$ cat src/rtl/soc_system_switch_poller.sv
// Avalon-MM master that polls a switch PIO slave (edge capture + levels) on a
// timer or interrupt and hands each non-empty capture to a consumer as an event.
module soc_system_switch_poller #(
   parameter int unsigned       WIDTH         = 10,
   parameter int unsigned       POLL_DIV      = 1000,
   parameter int unsigned       READ_LATENCY  = 1,
   parameter logic [WIDTH-1:0]  IRQ_MASK_INIT = '1
) (
   input  logic             clk,
   input  logic             reset_n,
   output logic [1:0]       avm_address,
   output logic             avm_read,
   output logic             avm_write,
   output logic [31:0]      avm_writedata,
   input  logic [31:0]      avm_readdata,
   input  logic             avm_waitrequest,
   input  logic             irq_in,
   input  logic             enable,
   output logic [WIDTH-1:0] sw_value,
   output logic [WIDTH-1:0] sw_changed,
   output logic             event_valid,
   input  logic             event_ready
);

   // state     | meaning
   // INIT      | write IRQ_MASK_INIT to the mask register
   // IDLE      | poll timer running (when enabled), waiting for timer or irq
   // RD_CAP    | read of edge-capture register pending acceptance
   // WAIT_CAP  | read latency, then sample capture bits
   // WR_CLR    | write 0 to edge-capture register
   // RD_DATA   | read of data register pending acceptance
   // WAIT_DATA | read latency, then sample switch levels
   // EVENT     | event_valid high until event_ready
   typedef enum logic [2:0] {
      S_INIT, S_IDLE, S_RD_CAP, S_WAIT_CAP, S_WR_CLR, S_RD_DATA, S_WAIT_DATA, S_EVENT
   } state_t;

   localparam int unsigned      CNT_W       = (POLL_DIV > 2) ? $clog2(POLL_DIV) : 1;
   localparam logic [CNT_W-1:0] POLL_RELOAD = CNT_W'(POLL_DIV - 1);
   localparam logic [1:0]       LAT_RELOAD  = 2'(READ_LATENCY - 1);
   localparam logic [1:0]       ADDR_DATA   = 2'd0;
   localparam logic [1:0]       ADDR_MASK   = 2'd2;
   localparam logic [1:0]       ADDR_CAP    = 2'd3;

   state_t           state_q;
   logic [CNT_W-1:0] poll_cnt_q;
   logic [1:0]       lat_cnt_q;
   logic             read_q;
   logic             write_q;
   logic [1:0]       addr_q;
   logic [31:0]      wdata_q;
   logic [WIDTH-1:0] value_q;
   logic [WIDTH-1:0] changed_q;
   logic             valid_q;

   logic             accepted;
   logic [WIDTH-1:0] rd_bits;
   logic             rd_unused;

   assign accepted  = (read_q | write_q) & ~avm_waitrequest;
   assign rd_bits   = avm_readdata[WIDTH-1:0];
   // upper read-data bits carry nothing this block needs
   assign rd_unused = ^avm_readdata;

   always_ff @(posedge clk or negedge reset_n) begin
      if (!reset_n) begin
         state_q    <= S_INIT;
         poll_cnt_q <= POLL_RELOAD;
         lat_cnt_q  <= '0;
         read_q     <= 1'b0;
         write_q    <= 1'b0;
         addr_q     <= '0;
         wdata_q    <= '0;
         value_q    <= '0;
         changed_q  <= '0;
         valid_q    <= 1'b0;
      end else begin
         case (state_q)
            S_INIT: begin
               if (!write_q) begin
                  write_q <= 1'b1;
                  addr_q  <= ADDR_MASK;
                  wdata_q <= 32'(IRQ_MASK_INIT);
               end else if (accepted) begin
                  write_q <= 1'b0;
                  state_q <= S_IDLE;
               end
            end
            S_IDLE: begin
               if (enable) begin
                  if (poll_cnt_q == '0 || irq_in) begin
                     poll_cnt_q <= POLL_RELOAD;
                     read_q     <= 1'b1;
                     addr_q     <= ADDR_CAP;
                     state_q    <= S_RD_CAP;
                  end else begin
                     poll_cnt_q <= poll_cnt_q - CNT_W'(1);
                  end
               end
            end
            S_RD_CAP: begin
               if (accepted) begin
                  read_q    <= 1'b0;
                  lat_cnt_q <= LAT_RELOAD;
                  state_q   <= S_WAIT_CAP;
               end
            end
            S_WAIT_CAP: begin
               if (lat_cnt_q != '0) begin
                  lat_cnt_q <= lat_cnt_q - 2'd1;
               end else if (rd_bits == '0) begin
                  state_q <= S_IDLE;
               end else begin
                  changed_q <= rd_bits;
                  write_q   <= 1'b1;
                  addr_q    <= ADDR_CAP;
                  wdata_q   <= '0;
                  state_q   <= S_WR_CLR;
               end
            end
            S_WR_CLR: begin
               if (accepted) begin
                  write_q <= 1'b0;
                  read_q  <= 1'b1;
                  addr_q  <= ADDR_DATA;
                  state_q <= S_RD_DATA;
               end
            end
            S_RD_DATA: begin
               if (accepted) begin
                  read_q    <= 1'b0;
                  lat_cnt_q <= LAT_RELOAD;
                  state_q   <= S_WAIT_DATA;
               end
            end
            S_WAIT_DATA: begin
               if (lat_cnt_q != '0) begin
                  lat_cnt_q <= lat_cnt_q - 2'd1;
               end else begin
                  value_q <= rd_bits;
                  valid_q <= 1'b1;
                  state_q <= S_EVENT;
               end
            end
            S_EVENT: begin
               if (event_ready) begin
                  valid_q <= 1'b0;
                  state_q <= S_IDLE;
               end
            end
            default: state_q <= S_INIT;
         endcase
      end
   end

   assign avm_address   = addr_q;
   assign avm_read      = read_q;
   assign avm_write     = write_q;
   assign avm_writedata = wdata_q;
   assign sw_value      = value_q;
   assign sw_changed    = changed_q;
   assign event_valid   = valid_q;

endmodule

$ cat config.mk
export PLATFORM = sky130hd
export DESIGN_NAME = soc_system_switch_poller
export DESIGN_NICKNAME = d
export VERILOG_FILES = /design/src/rtl/soc_system_switch_poller.sv
export SDC_FILE = /design/constraint.sdc
export NUM_CORES = 1
export LEC_CHECK = 0
export CAP_MARGIN = 20
export CORE_AREA = 3 3 67 93
export DETAILED_ROUTE_END_ITERATION = 7
export DIE_AREA = 0 0 70 96
export PLACE_DENSITY_LB_ADDON = 0.05
export RECOVER_POWER = 100
export SLEW_MARGIN = 20
export SYNTH_ARGS = -nofsm -noshare
export SYNTH_HDL_FRONTEND = slang
export SYNTH_SLANG_ARGS = --single-unit
$ cat constraint.sdc
create_clock -name clk -period 2.7 [get_ports clk]
set_clock_uncertainty 0.1 [all_clocks]
set_input_delay 0.405 -clock clk [delete_from_list [all_inputs] [get_ports clk]]
set_output_delay 0.405 -clock clk [all_outputs]
set_load 0.005 [all_outputs]
======== Word level (Yosys, flattened, before mapping) ========
Index checks and enable logic that the tools add are counted.
storage, ports and cells
  bits in registers ....................... 72
  bits in latches ......................... 0
  RAM bits ................................ 0
  bits in read-only memories .............. 0
  input bits .............................. 38
  output and inout port bits .............. 57
  logic and storage cells ................. 100
  memories ................................ 0
operators by class
  add/sub/neg operators ................... 2
  multiply operators ...................... 0
  divide/modulo/power cells ............... 0
  magnitude comparators ................... 0
  equal/unequal tests ..................... 21
  shifts and indexed selects .............. 0
  muxes and demuxes ....................... 39
  bitwise operators ....................... 5
  reductions and logical operators ........ 23
operators with widths
  operator               number
  $mux 32                3
  $pmux 32 s2            1
  $mux 3                 11
  $ne 2x2->1 const B     12
  $pmux 3 s8             1
  $logic_not 10->1       2
  $mux 2                 7
  $eq 3x3->1 const B     4
  $mux 1                 10
  $mux 10                1
  $reduce_and 10->1      1
  $sub 10x1->10 const B  1
  $reduce_and 3->1       3
  $pmux 2 s4             1
  $reduce_and 4->1       2
  $reduce_bool 2->1      4
  $reduce_and 7->1       1
  $eq 3x2->1 const B     2
  $pmux 1 s3             2
  $reduce_bool 3->1      2
  $reduce_and 5->1       1
  $ne 2x1->1 const B     2
  $pmux 2 s2             1
  $reduce_and 2->1       2
  10 further kinds       13

======== Depth between registers and ports, before layout ========
Gate-level depths: netlist of run 1.
  word-level depth ........................ 5
  gate-level depth with buffers ........... 8
  depth with buffers taken out ............ 7

======== Worst setup path after synthesis of run 1 ========
Ideal clock, no wire load.
  path kind ............................... reg2reg
  start ................................... register state_q[1]
  end ..................................... register poll_cnt_q[7]
  setup time .............................. 0.081 ns
  data arrival time ....................... 1.941 ns
  required time ........................... 2.519 ns
  slack ................................... 0.579 ns
  cell stages (with the launch flop) ...... 9
  clock period less this slack ............ 2.121 ns
  cells stage by stage .................... dfrtp_1 inv_1 ha_1 buf_2 nand3b_1 or3_4 or4_1 xor2_1 nand2_1
between the ends
  cells in the longest elaborated chain, start to end .. 2
RTL lines
  what                               line  RTL
  start: declaration                 45    state_t state_q;
  start signal: assignment           67    state_q <= S_INIT;
  start signal: assignment           86    state_q <= S_IDLE;
  start signal: assignment           95    state_q <= S_RD_CAP;
  $eq 3x1->1                         78    case (state_q)
  $reduce_and 2->1 (no source line)  -
  end signal: assignment             97    poll_cnt_q <= poll_cnt_q - CNT_W'(1);
  end: declaration                   46    logic [CNT_W-1:0] poll_cnt_q;
Every way passes these cells.
A chain may end at the register's enable or synchronous reset.

======== Worst setup path after layout of run 1 ========
  start ................................... register poll_cnt_q[0]
  end ..................................... register state_q[1]
between the ends
  cells in the longest elaborated chain, start to end .. 4
RTL lines
  what                                line  RTL
  $logic_not 10->1                    91    if (poll_cnt_q == '0 || irq_in) begin
  $logic_or 1x1->1                    91
  $ne 2x2->1 (no source line)         -
  $reduce_and 10->1 (no source line)  -
  end signal: assignment              86
  end signal: assignment              95
  end signal: assignment              105   state_q <= S_WAIT_CAP;
Every way passes these cells.

==> results of run 1 <==
-- kinds of logic after synthesis --
logic type,after synthesis,synth area share
AND/OR/NAND/NOR,56,0.120
buffers and inverters,49,0.131
AO/OA/AOI/OAI,41,0.115
flip-flops,41,0.447
multiplexers,25,0.124
adder cells (fa/ha/maj),8,0.0432
XOR/XNOR,5,0.0189
other,1,0.00162
-- worst max path at each step --
stage / slack (ns) / startpoint / end
3_5_place_dp: 0.15 / avm_readdata[2] / avm_address[0]
4_1_cts: 0.35 / poll_cnt_q[0] / avm_address[0]
3_3_place_gp: 0.13 / avm_readdata[0] / avm_address[0]
5_1_grt: 0.08 / poll_cnt_q[0] / avm_address[0]
6_report: 0.27 / poll_cnt_q[0] / state_q[1]
2_1_floorplan: 0.58 / state_q[1] / poll_cnt_q[7]
-- critical path, stage by stage (launching register included) --
cell and delay (ns):
dfstp_1 0.53, inv_1 0.08, ha_1 0.20, nor4b_2 0.15
a31o_2 0.30, a21oi_1 0.34, or3_1 0.26, mux2_1 0.34
-- area by class of cell --
cell class / instances / area, um^2
Fill cell: 541 / 2670
Multi-Input combinational cell: 157 / 1040
Sequential cell: 41 / 1040
Timing Repair Buffer: 57 / 532
Tap cell: 68 / 85.1
Clock buffer: 6 / 82.6
Inverter: 13 / 48.8
Clock inverter: 2 / 37.5
-- flip-flops by register name, summed over array words and instances, names as in the netlist, 2 cells and up --
name and count:
lat_cnt_q 2, avm_address 2, sw_changed 10, sw_value 10
poll_cnt_q 10, state_q 3
-- cell usage after synthesis --
cell type,number,area (um^2)
o211ai_1,1,7.51
ha_1,8,100
a2111oi_0,1,8.76
o41ai_1,2,17.5
inv_1,13,48.8
nand2_1,20,75.1
a21o_1,3,22.5
mux2i_1,2,20.0
a21oi_2,1,8.76
o21a_1,2,15.0
o21ai_0,8,40.0
o221ai_1,2,17.5
or3_4,2,22.5
and2_1,1,6.26
a31o_2,1,8.76
nor2_1,17,63.8
clkbuf_1,3,11.3
nor4b_2,1,15.0
mux2_2,21,236
xor2_1,2,17.5
conb_1,1,3.75
buf_4,31,233
dfrtp_1,33,826
dfstp_2,8,210
a21oi_1,10,50.1
nand3b_1,1,7.51
and3_1,2,12.5
nand3_1,2,10.0
o22ai_1,2,12.5
o21bai_1,2,15.0
nor4b_1,1,8.76
mux2_4,2,30.0
nor4_1,3,18.8
a31oi_1,3,18.8
xnor2_1,3,26.3
buf_2,2,10.0
nand2b_1,2,12.5
a211oi_1,3,22.5
or4_1,1,7.51
nor3_1,1,5.00
or3_1,2,12.5
-- through the flow --
step	hold WS (ns)	total power [W]	utilization	instances	cell area, um^2
floorplan	0.00941	0.00214	-	247	2390
global placement	0.369	0.00282	0.502	336	2770
detailed placement	0.376	0.00284	0.502	336	2770
CTS	0.179	0.00338	0.524	344	2890
global route	0.419	0.00345	0.518	344	2860
finish	0.386	0.00317	0.518	344	2860
-- power by group --
part / total [W] / internal [W] / switching, W
registers: 0.00114 / 0.000932 / 0.000212
clock network: 0.000522 / 0.000301 / 0.000221
logic: 0.00150 / 0.000840 / 0.000663
total: 0.00317 / 0.00207 / 0.00110
-- per-layer routing --
layer  up-vias  share of wire  wire, um
met5         -              0         0
met4         0          0.014        69
met3         6          0.060       289
met2        40           0.51      2470
met1       805           0.41      2000
li1        827              -         -
==> impl_metrics.py, run 1 <==
metrics = {
    "clock_tree": {
        "clockBufferDepth": 2,
        "cts_tree": "built",
        "cts-htree-levels": 2,
        "cts_hold_buf": 0,
        "cts_buffers": 5,
        "clk_pin_slew_ns": 0.08,
        "ctsResizeCount": 0,
        "clk_latency_ns": 0.29,
        "post_cts_buffers": 0,
        "tritoncts_num_sinks": 41,
        "root_buffer": "clkbuf_8",
    },
    "global_route": {
        "grt-ovfl-total": 0,
        "grt_max_degree": 42,
        "globalRouteMet1Util": 0.179,
        "antenna_found_initial": 0,
        "gr-usage-met3": 0.0439,
        "track_usage": 0.149,
        "top_usage_layer": "met2",
        "gr-usage-met2": 0.256,
        "grt_first_pass_wirelength_um": 7910,
        "grt_pass1_vias": 1623,
    },
    "layout": {
        "drive_above_1_share": 0.152,
        "synthToLayoutAreaGrowth_pct": 23.5,
        "layout.nets": 321,
        "final_cell_mix": "dlygate4sd3_1 (36), dfrtp_1 (33), conb_1 (22)",
        "final_common_cell": "dlygate4sd3_1",
        "diodes": 0,
    },
    "placement": {
        "io_buffers": 50,
        "dp_slack_ns": 0.151,
        "dp_hpwl_um": 3610,
        "place_congestion": 0.736,
    },
    "floorplan": {
        "fp.dieH_um": 96,
        "dieArea_um2": 6720,
        "initial_core_util": 0.419,
        "core_um2": 5530,
        "num_rows": 32,
        "die_w_um": 70,
        "io_pins": 95,
    },
    "synthesis": {
        "syn_inst": 226,
        "ys_warn_count": 0,
        "seq_area_frac_synth": 0.447,
        "syn_area_per_cell_um2": 10.2,
        "ys_ff_latch": 41,
        "netlist_area_um2": 2320,
        "synth_cell_types": 41,
    },
    "power_and_ir_drop": {
        "power_density_nw_per_um2": 1110,
        "total_leakage_power_nw": 1.24,
        "ir_drop_mv": 0.513,
    },
    "timing": {
        "period_minus_slack_ns": 2.43,
        "final-hold-violation-count": 0,
        "setup_tns_ns": 0,
        "drv_slew": 42,
        "worst_slew_pin_slew_ns": 2.20,
        "fmax_ghz": 0.412,
        "worst_slack_ns": 0.274,
        "fin_crit_sh": 0.899,
        "setup_viol": 0,
        "slew-limit-headroom": -0.467,
        "rsz0062_at_grt": "no",
    },
    "setup_path": {
        "worstPathMaxFanout": 7,
        "worst_setup_path_end_kind": "flop",
        "worstPathArrival_ns": 2.50,
        "crit_type": "reg2reg",
        "r2r_cells": 7,
        "critical_path.startpoint_type": "flop",
        "rr_endpoint": "state_q[1]",
        "r2r-start": "poll_cnt_q[0]",
        "required_ns": 2.78,
        "r2r_setup_slack_ns": 0.27,
    },
    "routing": {
        "routed_wl_um": 4830,
        "first_pass_iters": 4,
        "drc_errors": 0,
        "drt-initial-drc-count": 64,
        "ant_nets": 0,
        "wl_per_cell_um": 14.0,
        "routed_via_density": 4.88,
        "dr_total_vias": 1678,
    },
    "min_path": {
        "holdPathStages": 2,
        "hp-class": "reg2reg",
        "hold_start": "lat_cnt_q[1]",
        "whs_endpoint": "lat_cnt_q[1]",
    },
    "run_status": {
        "violations": "capacitance limit, slew limit",
        "status": "complete, but fails checks",
    },
    "job": {
        "max_cap_viol_count": 1,
    },
}
Note: power is estimated with default switching activity, not from simulation.
==> inputs of run 2 (changes only) <==
- GPL_ROUTABILITY_DRIVEN: unset -> 0
==> results of run 2 <==
Final layout, timing and power as in run 1 (identical DEF).
